==> config.mk <==
export PLATFORM = sky130hd
export DESIGN_NAME = wb_initiator
export DESIGN_NICKNAME = d
export VERILOG_FILES = /design/src/rtl/wb_pkg.sv /design/src/rtl/wb_timeout_timer.sv /design/src/rtl/wb_initiator.sv
export SDC_FILE = /design/constraint.sdc
export NUM_CORES = 1
export LEC_CHECK = 0
export ABC_AREA = 1
export BUFFER_PORTS_ARGS = -buffer_cell sky130_fd_sc_hd__buf_2
export CORE_ASPECT_RATIO = 0.7
export CORE_UTILIZATION = 41
export CTS_CLUSTER_DIAMETER = 80
export DETAILED_ROUTE_END_ITERATION = 7
export PLACE_DENSITY = 0.76
export SETUP_SLACK_MARGIN = 0.5
export SLEW_MARGIN = 40
export SYNTH_ARGS = -nofsm -noshare
export SYNTH_HDL_FRONTEND = slang
export SYNTH_HIERARCHICAL = 1
export SYNTH_SLANG_ARGS = --single-unit
==> constraint.sdc <==
create_clock -name clk -period 1.5 [get_ports clk]
set_input_delay 0 -clock clk [delete_from_list [all_inputs] [get_ports clk]]
set_output_delay 0 -clock clk [all_outputs]
set_load 0.005 [all_outputs]
==> src/rtl/wb_pkg.sv <==
// rtl/wb_pkg.sv - shared types and harness address map for the Wishbone initiator
//
// Contents:
//   wb_state_e   transfer sequencer states IDLE/BUS/RESP/GAP
//   ADDR_*       register windows of the multi-project harness slave bus
package wb_pkg;

  typedef enum logic [1:0] {
    IDLE = 2'd0,
    BUS  = 2'd1,
    RESP = 2'd2,
    GAP  = 2'd3
  } wb_state_e;

  localparam logic [31:0] ADDR_ACTIVE = 32'h3000_0000;
  localparam logic [31:0] ADDR_WS2812 = 32'h3000_0100;
  localparam logic [31:0] ADDR_7SEG   = 32'h3000_0200;
  localparam logic [31:0] ADDR_FREQ   = 32'h3000_0400;

endpackage

==> src/rtl/wb_timeout_timer.sv <==
// rtl/wb_timeout_timer.sv - cycle counter that flags when a bus wait has run TIMEOUT cycles
//
// Ports:
//   clk_i      system clock
//   reset_i    synchronous active-high reset, count returns to 0
//   clear_i    restart the count at 0 (wins over en_i)
//   en_i       advance the count by one this cycle
//   expired_o  count has reached TIMEOUT-1, i.e. this is the last cycle allowed
module wb_timeout_timer #(
  parameter int TIMEOUT = 16
) (
  input  logic clk_i,
  input  logic reset_i,
  input  logic clear_i,
  input  logic en_i,
  output logic expired_o
);

  localparam int CNT_W = $clog2(TIMEOUT);
  localparam logic [CNT_W-1:0] LAST = CNT_W'(TIMEOUT - 1);

  logic [CNT_W-1:0] count_q;
  logic [CNT_W-1:0] count_d;

  assign expired_o = (count_q == LAST);

  // The count parks at LAST so a stray enable can never wrap it back to 0.
  always_comb begin
    count_d = count_q;
    if (clear_i) begin
      count_d = '0;
    end else if (en_i && !expired_o) begin
      count_d = count_q + 1'b1;
    end
  end

  always_ff @(posedge clk_i) begin
    if (reset_i) begin
      count_q <= '0;
    end else begin
      count_q <= count_d;
    end
  end

endmodule

==> src/rtl/wb_initiator.sv <==
// rtl/wb_initiator.sv - Wishbone classic single-transfer master with command/response handshakes
//
// Ports:
//   clk, reset                      clock, synchronous active-high reset
//   cmd_valid/cmd_ready             command handshake; cmd_we/adr/dat/sel describe the transfer
//   rsp_valid/rsp_ready             response handshake; rsp_dat read data, rsp_err timeout flag
//   wbm_cyc_o..wbm_dat_o            registered Wishbone master outputs
//   wbm_ack_i, wbm_dat_i            slave acknowledge and read data
//   err_count                       saturating count of timed-out transfers
module wb_initiator
  import wb_pkg::*;
#(
  parameter int TIMEOUT = 16,
  parameter int ERR_W   = 8
) (
  input  logic             clk,
  input  logic             reset,
  input  logic             cmd_valid,
  output logic             cmd_ready,
  input  logic             cmd_we,
  input  logic [31:0]      cmd_adr,
  input  logic [31:0]      cmd_dat,
  input  logic [3:0]       cmd_sel,
  output logic             rsp_valid,
  input  logic             rsp_ready,
  output logic [31:0]      rsp_dat,
  output logic             rsp_err,
  output logic             wbm_cyc_o,
  output logic             wbm_stb_o,
  output logic             wbm_we_o,
  output logic [3:0]       wbm_sel_o,
  output logic [31:0]      wbm_adr_o,
  output logic [31:0]      wbm_dat_o,
  input  logic             wbm_ack_i,
  input  logic [31:0]      wbm_dat_i,
  output logic [ERR_W-1:0] err_count
);

  wb_state_e        state_q, state_d;
  logic             cmd_ready_q, cmd_ready_d;
  logic             rsp_valid_q, rsp_valid_d;
  logic [31:0]      rsp_dat_q, rsp_dat_d;
  logic             rsp_err_q, rsp_err_d;
  logic             cyc_q, cyc_d;
  logic             we_q, we_d;
  logic [3:0]       sel_q, sel_d;
  logic [31:0]      adr_q, adr_d;
  logic [31:0]      dat_q, dat_d;
  logic [ERR_W-1:0] err_q, err_d;

  logic tmr_clear;
  logic tmr_en;
  logic tmr_expired;

  wb_timeout_timer #(
    .TIMEOUT(TIMEOUT)
  ) u_timer (
    .clk_i    (clk),
    .reset_i  (reset),
    .clear_i  (tmr_clear),
    .en_i     (tmr_en),
    .expired_o(tmr_expired)
  );

  always_comb begin
    state_d     = state_q;
    rsp_valid_d = rsp_valid_q;
    rsp_dat_d   = rsp_dat_q;
    rsp_err_d   = rsp_err_q;
    cyc_d       = cyc_q;
    we_d        = we_q;
    sel_d       = sel_q;
    adr_d       = adr_q;
    dat_d       = dat_q;
    err_d       = err_q;
    tmr_clear   = 1'b0;
    tmr_en      = 1'b0;

    unique case (state_q)
      IDLE: begin
        // cmd_ready_q is low for the first cycle after reset, so it gates acceptance.
        if (cmd_valid && cmd_ready_q) begin
          we_d      = cmd_we;
          adr_d     = cmd_adr;
          dat_d     = cmd_dat;
          sel_d     = cmd_sel;
          cyc_d     = 1'b1;
          tmr_clear = 1'b1;
          state_d   = BUS;
        end
      end

      BUS: begin
        // ACK is checked first so an ACK on the final allowed cycle still completes.
        if (wbm_ack_i) begin
          rsp_dat_d   = we_q ? 32'h0 : wbm_dat_i;
          rsp_err_d   = 1'b0;
          rsp_valid_d = 1'b1;
          cyc_d       = 1'b0;
          state_d     = RESP;
        end else if (tmr_expired) begin
          rsp_dat_d   = 32'h0;
          rsp_err_d   = 1'b1;
          rsp_valid_d = 1'b1;
          cyc_d       = 1'b0;
          if (err_q != {ERR_W{1'b1}}) begin
            err_d = err_q + 1'b1;
          end
          state_d = RESP;
        end else begin
          tmr_en = 1'b1;
        end
      end

      RESP: begin
        if (rsp_ready) begin
          rsp_valid_d = 1'b0;
          state_d     = GAP;
        end
      end

      GAP: begin
        // One dead cycle keeps CYC low long enough that a lingering ACK
        // from the previous transfer has cleared before the next BUS state.
        state_d = IDLE;
      end

      default: state_d = IDLE;
    endcase

    cmd_ready_d = (state_d == IDLE);
  end

  always_ff @(posedge clk) begin
    if (reset) begin
      state_q     <= IDLE;
      cmd_ready_q <= 1'b0;
      rsp_valid_q <= 1'b0;
      rsp_dat_q   <= 32'h0;
      rsp_err_q   <= 1'b0;
      cyc_q       <= 1'b0;
      we_q        <= 1'b0;
      sel_q       <= 4'h0;
      adr_q       <= 32'h0;
      dat_q       <= 32'h0;
      err_q       <= '0;
    end else begin
      state_q     <= state_d;
      cmd_ready_q <= cmd_ready_d;
      rsp_valid_q <= rsp_valid_d;
      rsp_dat_q   <= rsp_dat_d;
      rsp_err_q   <= rsp_err_d;
      cyc_q       <= cyc_d;
      we_q        <= we_d;
      sel_q       <= sel_d;
      adr_q       <= adr_d;
      dat_q       <= dat_d;
      err_q       <= err_d;
    end
  end

  assign cmd_ready = cmd_ready_q;
  assign rsp_valid = rsp_valid_q;
  assign rsp_dat   = rsp_dat_q;
  assign rsp_err   = rsp_err_q;
  assign wbm_cyc_o = cyc_q;
  assign wbm_stb_o = cyc_q;
  assign wbm_we_o  = we_q;
  assign wbm_sel_o = sel_q;
  assign wbm_adr_o = adr_q;
  assign wbm_dat_o = dat_q;
  assign err_count = err_q;

endmodule

==> results.py <==
metrics = {
    "status": {
        "status": "finished, violations left",
        "violations": "negative setup slack",
    },
    "global_routing": {
        "grtUsageMet1_pct": 36.0,
        "grt_pass1_wl_um": 29100,
        "grt_util_met2_pct": 62.1,
        "grt_max_degree": 75,
        "first_global_vias": 5746,
        "grt_overflow": 0,
        "grt-busiest-layer": "met2",
        "gr-usage-met3_pct": 7.72,
        "grt_antenna_before_repair": 2,
        "grtUsageTotal_pct": 34.0,
    },
    "synthesis": {
        "avgSynthCellArea_um2": 7.76,
        "yosys_warnings": 6,
        "post-synth-top-area-cell": "dfxtp_1",
        "synth_area_leaders": "dfxtp_1 (54%), nor2_1 (14%), o21ai_0 (7.1%)",
        "synth-seq-cells": 119,
        "synthCells": 573,
        "yosysTopAreaCellShare_pct": 53.6,
        "syn_area_um2": 4450,
        "ys_seq_area_share_pct": 53.6,
        "synth.distinct_cells": 24,
        "syn_nets": 681,
    },
    "setup_path": {
        "criticalPathCategory": "flop to flop",
        "critPathArrivalTime_ns": 1.86,
        "required_ns": 1.81,
        "start_kind": "flop",
        "worstPathMaxFanout": 8,
        "end_kind": "flop",
    },
    "drt": {
        "first_iter_violations": 426,
        "via_per_inst": 5.40,
        "routed_wl_um": 21100,
        "route.antenna.remaining_nets": 0,
        "drc": 0,
        "num_vias": 5875,
        "wl_per_cell_um": 19.4,
        "drt_first_pass_iters": 4,
    },
    "clock_network": {
        "insertion_delay_ns": 0.40,
        "cts-root-buf": "clkbuf_16",
        "cts_tree": "done",
        "cts_made_buffers": 17,
        "clock_sinks": 119,
        "cts.htree.levels": 4,
        "clockBufferDepth": 2,
        "clk_pin_slew_ns": 0.06,
    },
    "sta": {
        "rsz0062_at_grt": "yes",
        "setup_violations": 2,
        "max_slew_margin_pct": 67.7,
        "period_share_pct": 103,
        "setup_tns_ns": -0.0602,
        "fin_skew_ns": 0.00882,
        "timing.final.ws_setup_ns": -0.0505,
        "fin_crit_ns": 1.55,
        "hold_viol_final": 0,
        "slew_violations": 0,
        "fmax_mhz": 645,
        "worst_pin_slew_ns": 0.484,
    },
    "die": {
        "ioPinCount": 220,
        "start_util_pct": 42.6,
        "die_w_um": 126,
        "num_rows": 31,
        "die_h_um": 89.1,
        "dieArea_um2": 11300,
        "coreArea_um2": 10400,
    },
    "place": {
        "portBuffers": 219,
        "post-dp-hpwl_um": 8920,
        "routabilityCongestion": 0.825,
    },
    "layout": {
        "synthToLayoutAreaGrowth_pct": 100,
        "fin_nets": 1049,
        "drive_above_1_share_pct": 50.2,
    },
    "pwr": {
        "peakVddDrop_mv": 0.972,
        "leakagePower_uw": 0.00401,
        "total_power_uw": 9910,
        "power_density_nw_per_um2": 1110,
    },
    "job": {
        "max_cap_viol_count": 0,
    },
    "worst_hold_path": {
        "min_path_type": "primary input to flop",
    },
}
[cells in the mapped netlist (all sizes together)]
cell type  count
nand4          5
a21oi         39
inv           23
nor3           1
xor2           3
nand2         60
nand3         43
ha             2
clkbuf        19
dfxtp        119
o21ai         75
buf           18
nor2         166
[area by class of cell]
| type | instances | area [um^2] |
|---|---|---|
| Antenna cell | 2 | 5.00 |
| Clock buffer | 23 | 468 |
| Clock inverter | 9 | 148 |
| Fill cell | 533 | 1520 |
| Inverter | 23 | 111 |
| Multi-Input combinational cell | 394 | 2410 |
| Sequential cell | 119 | 2400 |
| Tap cell | 132 | 165 |
| Timing Repair Buffer | 382 | 3150 |
| Timing Repair inverter | 4 | 60.1 |
[power by group]
group	switching, uW	internal [uW]
clock	1420	2860
sequential	142	3390
combinational	1030	1070
[logic make-up after synthesis]
family	share of synthesized area (%)
xor+xnor	0.591
simple gates	25.9
fa+ha+maj	0.563
compound gates	13.1
flops	53.6
buf+inv	6.27
[sequential cells by signal, summed over array words and instances, names as in the netlist]
name	count
wbm_cyc_o	1
u_timer/count_q	4
wbm_sel_o	4
wbm_dat_o	32
wbm_we_o	1
wbm_adr_o	32
rsp_err	1
err_count	8
rsp_dat	32
state_q	2
rsp_valid	1
cmd_ready	1
[worst max-delay path, cell delays in order, from the launching register on]
cell and delay, ns:
dfxtp_1 0.48, nand3_4 0.14, inv_4 0.11, o21ai_4 0.08, inv_2 0.19, clkbuf_16 0.22
nand3_2 0.06, a21oi_1 0.18
[path summary, 6_finish.rpt]
path	from	end	slack, ns	depth (start not counted)
max	u_timer/count_q[2]$_SDFFE_PP0P_	rsp_dat[22]$_SDFFE_PP0P_	-0.05	7
min reg2reg	rsp_dat[19]$_SDFFE_PP0P_	rsp_dat[19]$_SDFFE_PP0P_	0.46	2
min	wbm_ack_i	rsp_err$_SDFFE_PP0P_	0.04	4
max reg2reg	u_timer/count_q[2]$_SDFFE_PP0P_	rsp_dat[22]$_SDFFE_PP0P_	-0.05	7
[timing repair]
action,in CTS,in global routing
buffers inserted,29,3
endpoints found under the hold margin,107,1
gates cloned,17,5
hold buffers,101,2
pin swaps,20,26
setup endpoints to repair,120,123
gates resized for setup,133,54
[per-stage QoR]
step / util [%] / setup WS (ns) / instance area, um^2 / hold WS, ns / std cells
after floorplan: - / 0.151 / 4740 / 0.143 / 573
after global placement: 56.1 / 0.0710 / 5850 / 0.234 / 897
after detailed placement: 56.1 / 0.0326 / 5850 / 0.241 / 897
after CTS: 82.1 / 0.133 / 8570 / -0.165 / 1076
after global routing: 85.4 / -0.0870 / 8910 / 0.0589 / 1088
final: 85.4 / -0.0505 / 8910 / 0.0425 / 1088
[placed cells by master, fill, tap and decap left out, types with 2 or more instances in the layout]
| master | instances |
|---|---|
| buf_4 | 18 |
| clkinv_2 | 4 |
| nor2_4 | 8 |
| clkbuf_8 | 2 |
| diode_2 | 2 |
| nand3_4 | 4 |
| inv_12 | 2 |
| bufinv_16 | 4 |
| inv_1 | 11 |
| nor2_2 | 7 |
| inv_4 | 5 |
| nand2_2 | 9 |
| dfxtp_2 | 6 |
| o21ai_2 | 65 |
| a21oi_2 | 13 |
| clkinv_8 | 2 |
| buf_2 | 218 |
| xor2_1 | 3 |
| nor2_1 | 151 |
| clkbuf_1 | 4 |
| nand2_4 | 4 |
| dlygate4sd3_1 | 103 |
| o21ai_1 | 8 |
| nand3_1 | 8 |
| nand3_2 | 31 |
| o21ai_4 | 2 |
| dfxtp_1 | 110 |
| nand4_1 | 4 |
| dfxtp_4 | 3 |
| buf_6 | 10 |
| nand2_1 | 47 |
| buf_8 | 2 |
| a21oi_1 | 26 |
| buf_16 | 14 |
| buf_12 | 13 |
| clkbuf_16 | 21 |
| inv_2 | 6 |
[layer usage]
layer  wire [um]  part of all wire (%)
met5           0                     0
met4        1110                   5.2
met3        1300                   6.2
met2       10800                    51
met1        7910                    37
No activity file was read; power rests on OpenSTA's default activity.
